==> config.mk <==
export PLATFORM = sky130hd
export DESIGN_NAME = ks_digit_recomposer_flat
export DESIGN_NICKNAME = d
export VERILOG_FILES = /design/src/rtl/ks_digit_recomposer_if.sv /design/src/rtl/ks_digit_recomposer.sv /design/src/flat_wrapper.sv
export SDC_FILE = /design/constraint.sdc
export NUM_CORES = 1
export LEC_CHECK = 0
export CORE_ASPECT_RATIO = 0.7
export CORE_MARGIN = 5
export CORE_UTILIZATION = 48
export DETAILED_ROUTE_END_ITERATION = 12
export GPL_TIMING_DRIVEN = 0
export PLACE_DENSITY = 0.75
export SYNTH_ARGS = -nofsm -noshare
export SYNTH_HDL_FRONTEND = slang
export SYNTH_SLANG_ARGS = --single-unit
export TNS_END_PERCENT = 1
==> constraint.sdc <==
create_clock -name clk -period 2.65 [get_ports clk]
set_clock_uncertainty 0.1 [all_clocks]
set_input_delay 0.265 -clock clk [delete_from_list [all_inputs] [get_ports clk]]
set_output_delay 0.265 -clock clk [all_outputs]
set_load 0.03 [all_outputs]
==> src/rtl/ks_digit_recomposer_if.sv <==
// Digit-in / coefficient-out stream bundle for the keyswitch digit recomposer.
interface ks_digit_recomposer_if #(
    parameter int unsigned DIGIT_W   = 3,
    parameter int unsigned MOD_KSK_W = 21
);
    logic [DIGIT_W-1:0]   in_digit;
    logic                 in_last;
    logic                 in_vld;
    logic                 in_rdy;
    logic [MOD_KSK_W-1:0] out_coef;
    logic                 out_vld;
    logic                 out_rdy;
    logic                 err_level;
    logic                 err_digit;

    modport master (
        output in_digit, in_last, in_vld, out_rdy,
        input  in_rdy, out_coef, out_vld, err_level, err_digit
    );

    modport slave (
        input  in_digit, in_last, in_vld, out_rdy,
        output in_rdy, out_coef, out_vld, err_level, err_digit
    );
endinterface

==> src/rtl/ks_digit_recomposer.sv <==
// Rebuilds a coefficient mod 2^MOD_KSK_W from KS_L balanced signed digits, MS level first.
// Optional digit range check enabled by defining KS_RECOMP_DIGIT_CHECK_EN.
module ks_digit_recomposer #(
    parameter int unsigned KS_L      = 8,
    parameter int unsigned KS_B_W    = 2,
    parameter int unsigned MOD_KSK_W = 21,
    parameter int unsigned DIGIT_W   = KS_B_W + 1
) (
    input  logic                   clk,
    input  logic                   s_rst,
    ks_digit_recomposer_if.slave   bus
);
    localparam int unsigned LVL_W    = (KS_L > 1) ? $clog2(KS_L) : 1;
    localparam int unsigned ALIGN_SH = MOD_KSK_W - KS_L * KS_B_W;
    localparam logic [LVL_W-1:0] LVL_LAST = LVL_W'(KS_L - 1);

    logic [LVL_W-1:0]     lvl_q, lvl_d;
    logic [MOD_KSK_W-1:0] acc_q, acc_d;
    logic [MOD_KSK_W-1:0] out_coef_q, out_coef_d;
    logic                 out_vld_q, out_vld_d;
    logic                 err_level_q, err_level_d;

    logic                 in_rdy_c;
    logic                 accept_c;
    logic                 is_last_c;
    logic [MOD_KSK_W-1:0] acc_base_c;
    logic [MOD_KSK_W-1:0] digit_ext_c;
    logic [MOD_KSK_W-1:0] acc_next_c;

    // Only a stalled pending coefficient blocks new digits.
    assign in_rdy_c  = !(out_vld_q && !bus.out_rdy);
    assign accept_c  = bus.in_vld && in_rdy_c;
    assign is_last_c = (lvl_q == LVL_LAST);

    always_comb begin
        lvl_d       = lvl_q;
        acc_d       = acc_q;
        out_coef_d  = out_coef_q;
        out_vld_d   = out_vld_q;
        err_level_d = 1'b0;

        acc_base_c  = (lvl_q == '0) ? '0 : acc_q;
        digit_ext_c = MOD_KSK_W'($signed(bus.in_digit));
        acc_next_c  = (acc_base_c << KS_B_W) + digit_ext_c;

        if (out_vld_q && bus.out_rdy) begin
            out_vld_d = 1'b0;
        end

        if (accept_c) begin
            acc_d       = acc_next_c;
            lvl_d       = is_last_c ? '0 : lvl_q + LVL_W'(1);
            err_level_d = (bus.in_last != is_last_c);
            // Framing comes from the level counter; in_last is only checked.
            if (is_last_c) begin
                out_coef_d = acc_next_c << ALIGN_SH;
                out_vld_d  = 1'b1;
            end
        end
    end

    always_ff @(posedge clk) begin
        if (s_rst) begin
            lvl_q       <= '0;
            acc_q       <= '0;
            out_coef_q  <= '0;
            out_vld_q   <= 1'b0;
            err_level_q <= 1'b0;
        end else begin
            lvl_q       <= lvl_d;
            acc_q       <= acc_d;
            out_coef_q  <= out_coef_d;
            out_vld_q   <= out_vld_d;
            err_level_q <= err_level_d;
        end
    end

    assign bus.in_rdy    = in_rdy_c;
    assign bus.out_coef  = out_coef_q;
    assign bus.out_vld   = out_vld_q;
    assign bus.err_level = err_level_q;

`ifdef KS_RECOMP_DIGIT_CHECK_EN
    localparam int DIG_MAX = 2 ** (KS_B_W - 1);

    logic err_digit_q, err_digit_d;
    logic digit_oob_c;

    // Balanced range is symmetric: [-2^(B-1), +2^(B-1)].
    assign digit_oob_c = (int'($signed(bus.in_digit)) > DIG_MAX) ||
                         (int'($signed(bus.in_digit)) < -DIG_MAX);
    assign err_digit_d = accept_c && digit_oob_c;

    always_ff @(posedge clk) begin
        if (s_rst) begin
            err_digit_q <= 1'b0;
        end else begin
            err_digit_q <= err_digit_d;
        end
    end

    assign bus.err_digit = err_digit_q;
`else
    assign bus.err_digit = 1'b0;
`endif

endmodule

==> src/flat_wrapper.sv <==
// flat-port wrapper written by rule: the top's interface ports become plain ports
module ks_digit_recomposer_flat 
#(
    parameter int unsigned KS_L      = 8,
    parameter int unsigned KS_B_W    = 2,
    parameter int unsigned MOD_KSK_W = 21,
    parameter int unsigned DIGIT_W   = KS_B_W + 1
)
  (clk, s_rst, bus_in_digit, bus_in_last, bus_in_vld, bus_out_rdy, bus_in_rdy, bus_out_coef, bus_out_vld, bus_err_level, bus_err_digit);
  ks_digit_recomposer_if #(.DIGIT_W(DIGIT_W), .MOD_KSK_W(MOD_KSK_W)) bus_i ();
  input  logic clk;
  input  logic s_rst;
  input wire logic [$bits(bus_i.in_digit)-1:0] bus_in_digit;
  input wire logic [$bits(bus_i.in_last)-1:0] bus_in_last;
  input wire logic [$bits(bus_i.in_vld)-1:0] bus_in_vld;
  input wire logic [$bits(bus_i.out_rdy)-1:0] bus_out_rdy;
  output wire logic [$bits(bus_i.in_rdy)-1:0] bus_in_rdy;
  output wire logic [$bits(bus_i.out_coef)-1:0] bus_out_coef;
  output wire logic [$bits(bus_i.out_vld)-1:0] bus_out_vld;
  output wire logic [$bits(bus_i.err_level)-1:0] bus_err_level;
  output wire logic [$bits(bus_i.err_digit)-1:0] bus_err_digit;
  assign bus_i.in_digit = bus_in_digit;
  assign bus_i.in_last = bus_in_last;
  assign bus_i.in_vld = bus_in_vld;
  assign bus_i.out_rdy = bus_out_rdy;
  assign bus_in_rdy = bus_i.in_rdy;
  assign bus_out_coef = bus_i.out_coef;
  assign bus_out_vld = bus_i.out_vld;
  assign bus_err_level = bus_i.err_level;
  assign bus_err_digit = bus_i.err_digit;
  ks_digit_recomposer #(.KS_L(KS_L), .KS_B_W(KS_B_W), .MOD_KSK_W(MOD_KSK_W), .DIGIT_W(DIGIT_W)) u_core (.clk(clk), .s_rst(s_rst), .bus(bus_i));
endmodule
== Yosys cells after proc, flatten, opt, wreduce, memory -nomap -nowiden ==
Cells that the tools add are included.

* Input port bits: 8
* Flip-flop bits (word level): 35
* Output and inout port bits: 25

* $add $sub $neg: 2
* Multiplexer cells: 5
* Eq/ne operators: 2
* Reductions and logical operators: 8
* Bitwise logic cells: 1

{| class="wikitable"
|+ Operators by type and width
! cell !! number
|-
| $add 16x16->16 || 1
|-
| $mux 14 || 1
|-
| $add 3x1->3 const B || 1
|-
| $eq 3x3->1 const B || 1
|-
| $logic_and 1x1->1 || 3
|-
| $logic_not 3->1 || 1
|-
| $mux 1 || 3
|-
| $mux 3 || 1
|-
| $logic_not 1->1 || 2
|-
| $reduce_and 2->1 || 1
|-
| $reduce_or 2->1 || 1
|-
| $ne 1x1->1 || 1
|-
| $not 1->1 || 1
|}

== Logic depth before layout (Yosys ltp) ==
* Depth in word-level cells: 6
* Depth in mapped cells: 14
* Gate-level depth less buffers: 13

== Worst setup path before layout ==
Ideal clock, no wire load.

* Kind: register -> register
* From: register u_core.lvl_q[0]
* To: register u_core.out_coef_q[13] (netlist: u_core.bus.out_coef[13])
* Path buffers: 1
* Data required time: 2.435 ns
* Arrival time: 2.537 ns
* Setup time: 0.115 ns
* Slack: -0.103 ns
* Cell stages (with the launch flop): 15
* Period minus slack after synthesis: 2.753 ns
* Cells stage by stage: dfxtp_1 > inv_1 > ha_1 > nand2b_1 > clkbuf_1 > and2_1 > ha_1 > inv_1 > fa_1 > nor2b_1 > o211ai_2 > a21boi_0 > o21ai_0 > nor3b_1 > o21ba_2

* Cells in the longest elaborated chain, start to end: 3

{| class="wikitable"
|+ Ends and longest elaborated chain
! what !! line !! source
|-
| start, declared || ks_digit_recomposer.sv:17 || <nowiki>logic [LVL_W-1:0] lvl_q, lvl_d;</nowiki>
|-
| start signal, assigned || ks_digit_recomposer.sv:70 || <nowiki>lvl_q <= lvl_d;</nowiki>
|-
| $logic_not 3->1 || ks_digit_recomposer.sv:42 || <nowiki>acc_base_c = (lvl_q == '0) ? '0 : acc_q;</nowiki>
|-
| $mux 14 || ks_digit_recomposer.sv:42 ||
|-
| $add 16x16->16 || ks_digit_recomposer.sv:44 || <nowiki>acc_next_c = (acc_base_c << KS_B_W) + digit_ext_c;</nowiki>
|-
| end signal, assigned || ks_digit_recomposer.sv:72 || <nowiki>out_coef_q <= out_coef_d;</nowiki>
|-
| end, declared || ks_digit_recomposer.sv:19 || <nowiki>logic [MOD_KSK_W-1:0] out_coef_q, out_coef_d;</nowiki>
|}

Several ways; a longest one is shown, not always the timed one.
A chain may end at the register's enable or synchronous reset.

== Final worst setup path ==
* From: register u_core.lvl_q[1]
* To: register u_core.acc_q[12]

* Cells in the longest elaborated chain, start to end: 3

{| class="wikitable"
|+ Ends and longest elaborated chain
! what !! line !! source
|-
| $logic_not 3->1 || ks_digit_recomposer.sv:42 ||
|-
| $mux 14 || ks_digit_recomposer.sv:42 ||
|-
| $add 16x16->16 || ks_digit_recomposer.sv:44 ||
|-
| end signal, assigned || ks_digit_recomposer.sv:65 || <nowiki>acc_q <= '0;</nowiki>
|-
| end signal, assigned || ks_digit_recomposer.sv:71 || <nowiki>acc_q <= acc_d;</nowiki>
|-
| end, declared || ks_digit_recomposer.sv:18 || <nowiki>logic [MOD_KSK_W-1:0] acc_q, acc_d;</nowiki>
|}

Every way passes these cells.

==> results.ini <==
[sta]
fin_crit_ns=2.587
worst_pin_slew_ns=0.8694
maxSlewHeadroom=0.4192
rsz0062_at_grt=yes
slew_violations=0
setup_violations=0
finalCritPeriodShare=0.9761
fmax_ghz=0.3866
setup_ws_ns=0.06336
hold_viol=0

[floorplan]
coreArea_mm2=0.004304
die_h_um=65.58
dieArea_mm2=0.005863
die_w_um=89.40
pin_count=33
row_count=20
start_util=0.4922

[global_route]
antenna_found_initial=0
grt_max_degree=15
grt_pass1_wl_um=8880
grt_overflow_total=0
grt_pass1_vias=1830
grt_usage=0.1968

[clocking]
clkTransAtPathRegs_ns=0.08
root_buffer=clkbuf_8
max-clock-path-buffers=2
h-tree-depth=2
numClockSinks=35
cts_tree=yes
cts_buffers=5
clock_latency_ns=0.29
hold_buffers=0

[critical_path]
worstSetupPathType=reg2reg
critical-path-max-stage-delay_ns=0.34
slowest_stage=or3_4
required_ns=2.78
startpoint_type=flop
critPathCaptureType=flop
worstPathMaxFanout=6
crit_arrival_ns=2.71
crit_chain=inv_2 -> ha_4 -> nand2b_4 -> buf_8 -> and2_4 -> ha_4 -> a21o_1 -> a21o_1 -> a221oi_2 -> o41ai_2 -> or3_4 -> a21oi_2

[pwr]
p_leak_nw=1.139
cellPowerDensity_mw_per_mm2=475.3
ir_drop_uv=274.2
power_mw=1.368

[synth]
synth_area_leaders=dfxtp_1, ha_1, nand2_1, a21oi_1, and2_1
yosys.area.top_type=dfxtp_1
synth_warnings=0
yosysTopAreaCellShare=0.3308
ys_seq_elements=35
synth-edff-count=0
ys_types=51
syn_area_mm2=0.002118
seq_area_frac_synth=0.3308
synth_area_per_cell_um2=8.373
synthCells=253
async_flop_share=0
synthFlopType=dfxtp_1

[routing]
drt_wl_total_um=5567
drc=0
antenna_left=0
viasPerCell=5.415
wire_per_inst_um=15.51
drt_pass1_iterations=4
via_count=1944
drt_iter0_drc=136

[finish]
syn_to_final_growth_pct=35.91
final_layout_size_suffix_gt1_frac=0.2763
antenna_cells=0
final_util=0.6689
nNetsFinal=329

[placement]
portBuffers=25
gp_congestion=0.8923
post-place-ws_ns=-0.4849
hpwl_um=3799

[outcome]
status=complete, no violations

[flow_run]
cap_violations=0

[worst_hold_path]
min_path_type=reg2reg

[sequential cells by signal, indices dropped and copies added (netlist names)]
| register | flops |
|---|---|
| u_core.bus.out_coef | 16 |
| u_core.bus.out_vld | 1 |
| u_core.bus.err_level | 1 |
| u_core.lvl_q | 3 |
| u_core.acc_q | 14 |
[worst paths after layout]
check,startpoint,end,slack (ns),depth (start not counted)
worst max-delay path,u_core.lvl_q[1],u_core.acc_q[12],0.06,12
worst min register to register,u_core.acc_q[9],u_core.acc_q[9],0.35,2
worst min-delay path,u_core.acc_q[9],u_core.acc_q[9],0.35,2
worst max register to register,u_core.lvl_q[1],u_core.acc_q[12],0.06,12
[critical path: cells and delay by family (launching register included)]
family          cells  cell delay, ns
fa+ha+maj           2            0.36
compound gates      5            0.94
buf+inv             2            0.20
simple gates        3            0.57
flops               1            0.33
[through the flow]
| stage | hold slack [ns] | cells | instance area [um^2] | setup TNS (ns) |
|---|---|---|---|---|
| 3_5_place_dp | 0.3399 | 338 | 2457 | -4.640 |
| 6_report | 0.3503 | 359 | 2879 | 0 |
| 3_3_place_gp | 0.3343 | 338 | 2457 | -4.129 |
| 2_1_floorplan | 0.2982 | 258 | 2138 | -0.005822 |
| 4_1_cts | 0.3505 | 353 | 2703 | 0 |
| 5_1_grt | 0.3659 | 359 | 2879 | -0.05809 |
[power by group]
| part | internal [mW] | switching [mW] |
|---|---|---|
| clock network | 0.275 | 0.199 |
| logic | 0.156 | 0.181 |
| registers | 0.547 | 0.0101 |
| total | 0.978 | 0.390 |
[Yosys cell counts, types with 4 or more instances]
library cell and count:
nand2_1 46, dfxtp_1 35, a21oi_1 25, ha_1 16, and2_1 14, o21ai_0 9, nor3_1 8, buf_4 6
nand3_1 6, nor2_1 6, xnor2_1 6, inv_1 5, a22o_1 4, clkbuf_1 4, nand3b_1 4, nor3b_1 4
[what timing repair did]
| action | 4_1_cts | 5_1_grt |
|---|---|---|
| buffers inserted | 7 | 6 |
| endpoints found under the setup margin | 15 | 13 |
| pin swaps | 10 | 12 |
| gates cloned | 1 | 0 |
| hold endpoints to repair | 0 | 0 |
| resized for setup | 20 | 34 |
[layout make-up]
cell class / instances / area (um^2)
plain buffers: 17 / 143.9
multi-input cells: 201 / 1488
fillers: 352 / 1425
clock inverters: 2 / 37.54
flip-flops and latches: 35 / 703.2
clock buffers: 5 / 68.82
inverters: 5 / 18.77
well taps: 55 / 68.82
repair buffers: 39 / 350.3
[logic make-up after synthesis]
kind of cell / Yosys count / share of synthesized area
fa+ha+maj: 17 / 0.1040
other cells: 1 / 0.001770
buf+inv: 22 / 0.07146
flops: 35 / 0.3308
simple gates: 107 / 0.2599
compound gates: 62 / 0.1949
xor+xnor: 9 / 0.03721
[cells in the final DEF (no fill, tap or decap), types with 4 or more instances in the layout]
| master | instances |
|---|---|
| clkdlybuf4s50_1 | 24 |
| nand3b_1 | 4 |
| a22o_1 | 4 |
| ha_4 | 7 |
| xnor2_1 | 6 |
| nor2_1 | 6 |
| o21ai_0 | 6 |
| a21oi_1 | 20 |
| nor3_1 | 6 |
| a21oi_2 | 6 |
| conb_1 | 6 |
| dfxtp_1 | 33 |
| ha_1 | 6 |
| nand3_1 | 6 |
| and2_1 | 12 |
| buf_4 | 19 |
| nand2_1 | 43 |
| inv_2 | 4 |
| clkbuf_8 | 8 |
| nor3b_1 | 4 |
[metal layers]
| layer | routed length (um) | track usage | part of all wire | vias to the layer above |
|---|---|---|---|---|
| met3 | 466 | 0.05764 | 0.084 | 8 |
| met1 | 2692 | 0.2826 | 0.48 | 892 |
| met2 | 2350 | 0.2858 | 0.42 | 66 |
| met5 | 0 | 0 | 0 | - |
| met4 | 57 | 0.05019 | 0.010 | 0 |
| li1 | - | - | - | 978 |
Power figures use the tool's default switching activity.
